File: config.mk
export PLATFORM = sky130hd
export DESIGN_NAME = fifo_uart_tx_flat
export DESIGN_NICKNAME = d
export VERILOG_FILES = /design/src/rtl/fifo_uart_tx_if.sv /design/src/rtl/fifo_uart_tx.sv /design/src/flat_wrapper.sv
export SDC_FILE = /design/constraint.sdc
export NUM_CORES = 1
export LEC_CHECK = 0
export ABC_AREA = 1
export CAP_MARGIN = 30
export CORE_MARGIN = 3
export CORE_UTILIZATION = 50
export DETAILED_ROUTE_END_ITERATION = 8
export PLACE_DENSITY = 0.86
export RECOVER_POWER = 100
export SYNTH_ARGS = -nofsm -noshare
export SYNTH_HDL_FRONTEND = slang
export SYNTH_SLANG_ARGS = --single-unit
File: constraint.sdc
create_clock -name clk -period 2.1 [get_ports clk]
set_input_delay 0.42 -clock clk [delete_from_list [all_inputs] [get_ports clk]]
set_output_delay 0.42 -clock clk [all_outputs]
set_load 0.01 [all_outputs]
File: src/rtl/fifo_uart_tx_if.sv
// FIFO read-port bundle between a synchronous FIFO and its consumer.
//   rempty : FIFO empty flag (FIFO -> consumer)
//   rdata  : read data, valid the cycle after an accepted pop (FIFO -> consumer)
//   r_en   : pop request, one cycle wide (consumer -> FIFO)
// master = consumer side (issues pops), slave = FIFO side.
interface fifo_uart_tx_if #(
  parameter int DATASIZE = 8
);
  logic                rempty;
  logic [DATASIZE-1:0] rdata;
  logic                r_en;

  modport master (input rempty, input rdata, output r_en);
  modport slave  (output rempty, output rdata, input r_en);
endinterface

File: src/rtl/fifo_uart_tx.sv
// Serial transmitter that drains a synchronous FIFO byte by byte.
// Each popped word goes out on tx as: start(0), data LSB first,
// optional parity, stop(1); every bit lasts CLKS_PER_BIT clocks.
//   clk         : system clock, posedge
//   rst         : synchronous reset, active low
//   rd          : FIFO read port (r_en out, rdata/rempty in)
//   tx          : serial line, idle high, registered
//   busy        : high while a frame is fetched or sent
//   frames_sent : completed frame count, wraps at 16 bits
//
// state    | meaning
// ---------+-----------------------------------------------
// S_IDLE   | line idle, pop as soon as the FIFO is non-empty
// S_FETCH  | one cycle, popped word arrives on rdata
// S_START  | start bit (tx=0)
// S_DATA   | DATASIZE data bits, LSB first
// S_PARITY | parity bit (only when PARITY != 0)
// S_STOP   | stop bit (tx=1), counts the frame on its last cycle
module fifo_uart_tx #(
  parameter int DATASIZE     = 8,
  parameter int CLKS_PER_BIT = 16,
  parameter int PARITY       = 0
) (
  input  logic           clk,
  input  logic           rst,
  fifo_uart_tx_if.master rd,
  output logic           tx,
  output logic           busy,
  output logic [15:0]    frames_sent
);

  localparam int BAUD_W = $clog2(CLKS_PER_BIT);
  localparam int BIT_W  = $clog2(DATASIZE) + 1;
  // Index of the bit that becomes the LSB after the next shift.
  localparam int NXT    = (DATASIZE > 1) ? 1 : 0;
  localparam logic [BAUD_W-1:0] BAUD_LAST = BAUD_W'(CLKS_PER_BIT - 1);
  localparam logic [BIT_W-1:0]  BIT_LAST  = BIT_W'(DATASIZE - 1);

  typedef enum logic [2:0] {
    S_IDLE, S_FETCH, S_START, S_DATA, S_PARITY, S_STOP
  } state_t;

  state_t              state;
  logic [BAUD_W-1:0]   baud;
  logic [BIT_W-1:0]    bit_cnt;
  logic [DATASIZE-1:0] shreg;
  logic                par_bit;
  logic                baud_end;

  assign baud_end = (baud == BAUD_LAST);

  // Pop is combinational so the FIFO sees it in the same cycle the idle
  // state observes a non-empty flag; gating with rst keeps reset quiet.
  assign rd.r_en = rst & (state == S_IDLE) & ~rd.rempty;
  assign busy    = (state != S_IDLE);

  // tx is loaded on the edge that enters a state, so it already carries
  // that state's bit value during the state's first cycle.
  always_ff @(posedge clk) begin
    if (!rst) begin
      state       <= S_IDLE;
      tx          <= 1'b1;
      baud        <= '0;
      bit_cnt     <= '0;
      shreg       <= '0;
      par_bit     <= 1'b0;
      frames_sent <= '0;
    end else begin
      case (state)
        S_IDLE: begin
          tx   <= 1'b1;
          baud <= '0;
          if (!rd.rempty) state <= S_FETCH;
        end
        S_FETCH: begin
          shreg   <= rd.rdata;
          par_bit <= (PARITY == 2) ? ~^rd.rdata : ^rd.rdata;
          baud    <= '0;
          tx      <= 1'b0;
          state   <= S_START;
        end
        S_START: begin
          if (baud_end) begin
            baud    <= '0;
            bit_cnt <= '0;
            tx      <= shreg[0];
            state   <= S_DATA;
          end else begin
            baud <= baud + 1'b1;
          end
        end
        S_DATA: begin
          if (baud_end) begin
            baud  <= '0;
            shreg <= shreg >> 1;
            if (bit_cnt == BIT_LAST) begin
              if (PARITY != 0) begin
                tx    <= par_bit;
                state <= S_PARITY;
              end else begin
                tx    <= 1'b1;
                state <= S_STOP;
              end
            end else begin
              bit_cnt <= bit_cnt + 1'b1;
              tx      <= shreg[NXT];
            end
          end else begin
            baud <= baud + 1'b1;
          end
        end
        S_PARITY: begin
          if (baud_end) begin
            baud  <= '0;
            tx    <= 1'b1;
            state <= S_STOP;
          end else begin
            baud <= baud + 1'b1;
          end
        end
        S_STOP: begin
          if (baud_end) begin
            baud        <= '0;
            tx          <= 1'b1;
            frames_sent <= frames_sent + 16'd1;
            state       <= S_IDLE;
          end else begin
            baud <= baud + 1'b1;
          end
        end
        default: begin
          tx    <= 1'b1;
          baud  <= '0;
          state <= S_IDLE;
        end
      endcase
    end
  end

endmodule

File: src/flat_wrapper.sv
// flat-port wrapper written by rule: the top's interface ports become plain ports
module fifo_uart_tx_flat 
#(
  parameter int DATASIZE     = 8,
  parameter int CLKS_PER_BIT = 16,
  parameter int PARITY       = 0
)
  (clk, rst, tx, busy, frames_sent, rd_rempty, rd_rdata, rd_r_en);
  fifo_uart_tx_if #(.DATASIZE(DATASIZE)) rd_i ();
  input  logic clk;
  input  logic rst;
  output logic tx;
  output logic busy;
  output logic [15:0] frames_sent;
  input wire logic [$bits(rd_i.rempty)-1:0] rd_rempty;
  input wire logic [$bits(rd_i.rdata)-1:0] rd_rdata;
  output wire logic [$bits(rd_i.r_en)-1:0] rd_r_en;
  assign rd_i.rempty = rd_rempty;
  assign rd_i.rdata = rd_rdata;
  assign rd_r_en = rd_i.r_en;
  fifo_uart_tx #(.DATASIZE(DATASIZE), .CLKS_PER_BIT(CLKS_PER_BIT), .PARITY(PARITY)) u_core (.clk(clk), .rst(rst), .rd(rd_i), .tx(tx), .busy(busy), .frames_sent(frames_sent));
endmodule
[Yosys cells after proc, flatten, opt, wreduce, memory -nomap -nowiden]
Cells that the tools add are included.
Storage, ports and cells
  register bits: 36
  input bits: 11
  output and inout bits: 19
  word-level logic and storage cells: 59
Cells by class
  $add $sub $neg: 3
  eq/ne operators: 15
  multiplexer cells: 18
  bitwise logic cells: 5
  reductions and logical operators: 12
Operators with widths (count)
  $mux 3: 6
  $pmux 3 s6: 1
  $add 16x1->16 const B: 1
  $pmux 8 s2: 1
  $mux 4: 3
  $ne 2x1->1 const B: 6
  $add 4x1->4 const B: 2
  $mux 8: 1
  $pmux 4 s2: 1
  $eq 3x2->1 const B: 2
  $eq 3x3->1 const B: 2
  $reduce_and 6->1: 1
  $eq 4x3->1 const B: 1
  $eq 4x4->1 const B: 1
  $mux 1: 4
  $ne 2x2->1 const B: 2
  $pmux 1 s4: 1
  $reduce_and 2->1: 2
  $reduce_and 4->1: 1
  $reduce_bool 2->1: 2
  $reduce_or 4->1: 1
  $eq 3x1->1 const B: 1
  $logic_not 3->1: 1
  $not 1->1: 3
  other kinds (5): 6

[Depth between registers and ports, before layout]
  depth in word-level cells: 4
  mapped depth: 9
  depth with buffers taken out: 9

[Worst setup path after synthesis]
Ideal clock, no wire load.
  path kind: reg-to-output
  start point: register u_core.state[1]
  end point: output port rd_r_en
  arrival time: 0.971 ns
  data required time: 1.680 ns
  slack: 0.709 ns
  cell stages (with the launch flop): 6
  buffers on the path: 0
  cells stage by stage: dfxtp_1 -> inv_2 -> nand2_1 -> nor2_1 -> inv_1 -> nor3_1
Between the ends
  word-level cells in the longest chain between the ends: 3
Ends and longest elaborated chain
  start, declared: line fifo_uart_tx.sv:43  | state_t state;
  start signal, assigned: line fifo_uart_tx.sv:61  | state <= S_IDLE;
  start signal, assigned: line fifo_uart_tx.sv:73  | if (!rd.rempty) state <= S_FETCH;
  start signal, assigned: line fifo_uart_tx.sv:80  | state <= S_START;
  $logic_not 3->1: line fifo_uart_tx.sv:54  | assign rd.r_en = rst & (state == S_IDLE) & ~rd.rempty;
  $and 1x1->1 (2 in a row): line fifo_uart_tx.sv:54
  end, declared: line flat_wrapper.sv:17  | output wire logic [$bits(rd_i.r_en)-1:0] rd_r_en;
Every way passes these cells.

[Worst setup path in the final report]
  start point: register u_core.state[1]
  end point: output port busy
Between the ends
  word-level cells in the longest chain between the ends: 1
Ends and longest elaborated chain
  $reduce_bool 3->1: line fifo_uart_tx.sv:55  | assign busy = (state != S_IDLE);
  end, declared: line flat_wrapper.sv:13  | output logic busy;
Every way passes these cells.

==> results.toml <==
[run_status]
status = "completed"

[cts]
cts_resized = 1
cts_root_buf = "clkbuf_4"
clock-sinks = 36
ctsHoldBuffers = 0
cts_tree = "built"
postCtsSetupBuffers = 0
clk_pin_slew_ns = 0.10
cts_buffer_depth = 2
h-tree-depth = 2
clk_latency_ns = 0.33
cts_buffers = 5

[detailed_routing]
drc = 0
vias = 1778
postRouteAntennaNets = 0
drt-initial-drc-count = 77
via_per_inst = 5.18
post_drt_wl_per_cell_um = 11.6
wirelength_um = 3970
dr.pass1.iters = 4

[timing]
relSlewSlack = 0.694
hold_viol_final = 0
setup_viol = 0
drv_slew = 0
skew_ns = 0.00237
worst_slew_pin_slew_ns = 0.458
setup_tns_ns = 0
rsz0062_at_grt = "false"
period_share = 0.949
fin_hold_ws_ns = 0.462
finalCriticalPeriod_ns = 1.99
fmaxAchievable_mhz = 502

[worst_hold_path]
hold_path_class = "reg -> reg"

[placement]
gp_congestion = 0.881
dp_hpwl_um = 2850
place_area_sq_um = 2140
portBuffers = 29

[synthesis]
synth_common_cells = "65 x nand2_1, 51 x nor2_1, 36 x dfxtp_1"
avgSynthCellArea_sq_um = 6.90
yosysWarningCount = 0
synth_edf_count = 0
synth.distinct_cells = 27
ys_seq_area_frac = 0.397
syn-cell-area_sq_um = 1810
synth_most_common_cell = "nand2_1"
yosys-top-cells-area = "dfxtp_1 40%, nand2_1 13%, nor2_1 11%"
syn_nets = 277
synth_largest_area_cell = "dfxtp_1"
async_flop_share = 0
synth_top_cell_area_share = 0.397
syn_inst = 263
synth_flop_cell = "dfxtp_1"
ys_ff_latch = 36

[final_layout]
fin_area_sq_um = 2180
area_delta_synth_final_pct = 19.9
layout.nets = 310
final_util = 0.637
drive_gt1_frac = 0.0673
antenna_cells = 0

[power]
p_leak_nw = 0.973
totalPowerFinal_mw = 1.84
p_sw_frac = 0.367
pwr-share-comb = 0.316
switchingPower_mw = 0.673
power_density_nw_per_um2 = 844
seqPwrFrac = 0.469
peakVddDrop_uv = 703
internal_power_mw = 1.16
pwr-share-clk = 0.214

[setup_path]
startpoint_type = "flop"
criticalPathCategory = "reg -> out"
cp_max_fo = 5
cp.required_ns = 1.68
critPathArrivalTime_ns = 1.57
worst_setup_path_end_kind = "output port"

[floorplanning]
die_h_um = 66.2
die_w_um = 66.2
die_area_sq_um = 4390
initial_core_util = 0.531
io_pins = 30
rows = 21
core_area_sq_um = 3420

[run]
max-cap-violations = 0

[global_routing]
grt-ovfl-total = 0
grt_pass1_wl_um = 6610
antenna_found_initial = 0
grt_max_degree = 24
grt_usage = 0.196
grt_pass1_vias = 1562
-- cell usage in the layout, fill, tap and decap left out, types with 4 or more instances in the layout --
| cell type | instances |
|---|---|
| nand2_1 | 65 |
| nor2_1 | 51 |
| dfxtp_1 | 34 |
| inv_1 | 22 |
| nand3_1 | 18 |
| o21ai_0 | 18 |
| dlygate4sd3_1 | 17 |
| a21oi_1 | 14 |
| clkdlybuf4s50_1 | 11 |
| clkbuf_4 | 5 |
| nor3_1 | 4 |
| nand4_1 | 4 |
| xor2_1 | 4 |
-- worst paths after layout --
path	cells after the start	end	startpoint	slack, ns
setup / recovery	5	busy	u_core.state[1]	0.11
hold / removal	1	u_core.baud[0]	u_core.baud[0]	0.46
setup reg to reg	8	u_core.frames_sent[11]	u_core.baud[0]	0.28
hold reg to reg	1	u_core.baud[0]	u_core.baud[0]	0.46
-- routing by layer --
metal	wire, um	part of all wire	vias to the layer above	GRT usage
li1	-	-	912	-
met1	1930	0.49	811	0.251
met2	1770	0.45	48	0.310
met3	199	0.050	7	0.0527
met4	69	0.017	0	0.0812
met5	0	0	-	0
-- flip-flops by register name (all words and copies together) (netlist names) --
signal	count
u_core.state	3
u_core.bit_cnt	4
u_core.frames_sent	16
u_core.baud	4
u_core.shreg	8
u_core.tx	1
-- power by group through the flow --
stage	clock network [mW]	registers, mW	logic [mW]
after floorplan	0	0.858	0.442
after global placement	0	0.866	0.590
after detailed placement	0	0.869	0.602
after CTS	0.401	0.854	0.602
after global routing	0.432	0.874	0.663
final	0.393	0.861	0.581
-- critical path: stages, from the launching register on --
cell and delay (ns):
dfxtp_2 0.40, inv_2 0.08, nand2_1 0.11, nor2_2 0.05, inv_1 0.07, clkdlybuf4s50_1 0.53
-- through the flow --
stage,worst slack (ns),std cells
6_report,0.108,343
5_1_grt,0.0156,343
4_1_cts,0.0259,343
3_5_place_dp,0.00289,335
3_3_place_gp,0.00274,335
2_1_floorplan,0.709,263
-- area by class of cell --
| cell class | instances | area, sq um |
|---|---|---|
| Fill cell | 307 | 1240 |
| Multi-Input combinational cell | 197 | 938 |
| Sequential cell | 36 | 723 |
| Timing Repair Buffer | 31 | 304 |
| Inverter | 25 | 93.8 |
| Clock buffer | 8 | 58.8 |
| Tap cell | 46 | 57.6 |
-- cell families (layout without fill, tap and decap cells) --
family,Yosys count,in the layout,synth area share
compound gates,36,36,0.101
flops,36,36,0.397
buf+inv,30,64,0.0731
xor+xnor,5,5,0.0241
fa+ha+maj,3,3,0.0207
simple gates,153,153,0.384
Note: power is estimated with default switching activity, not from simulation.
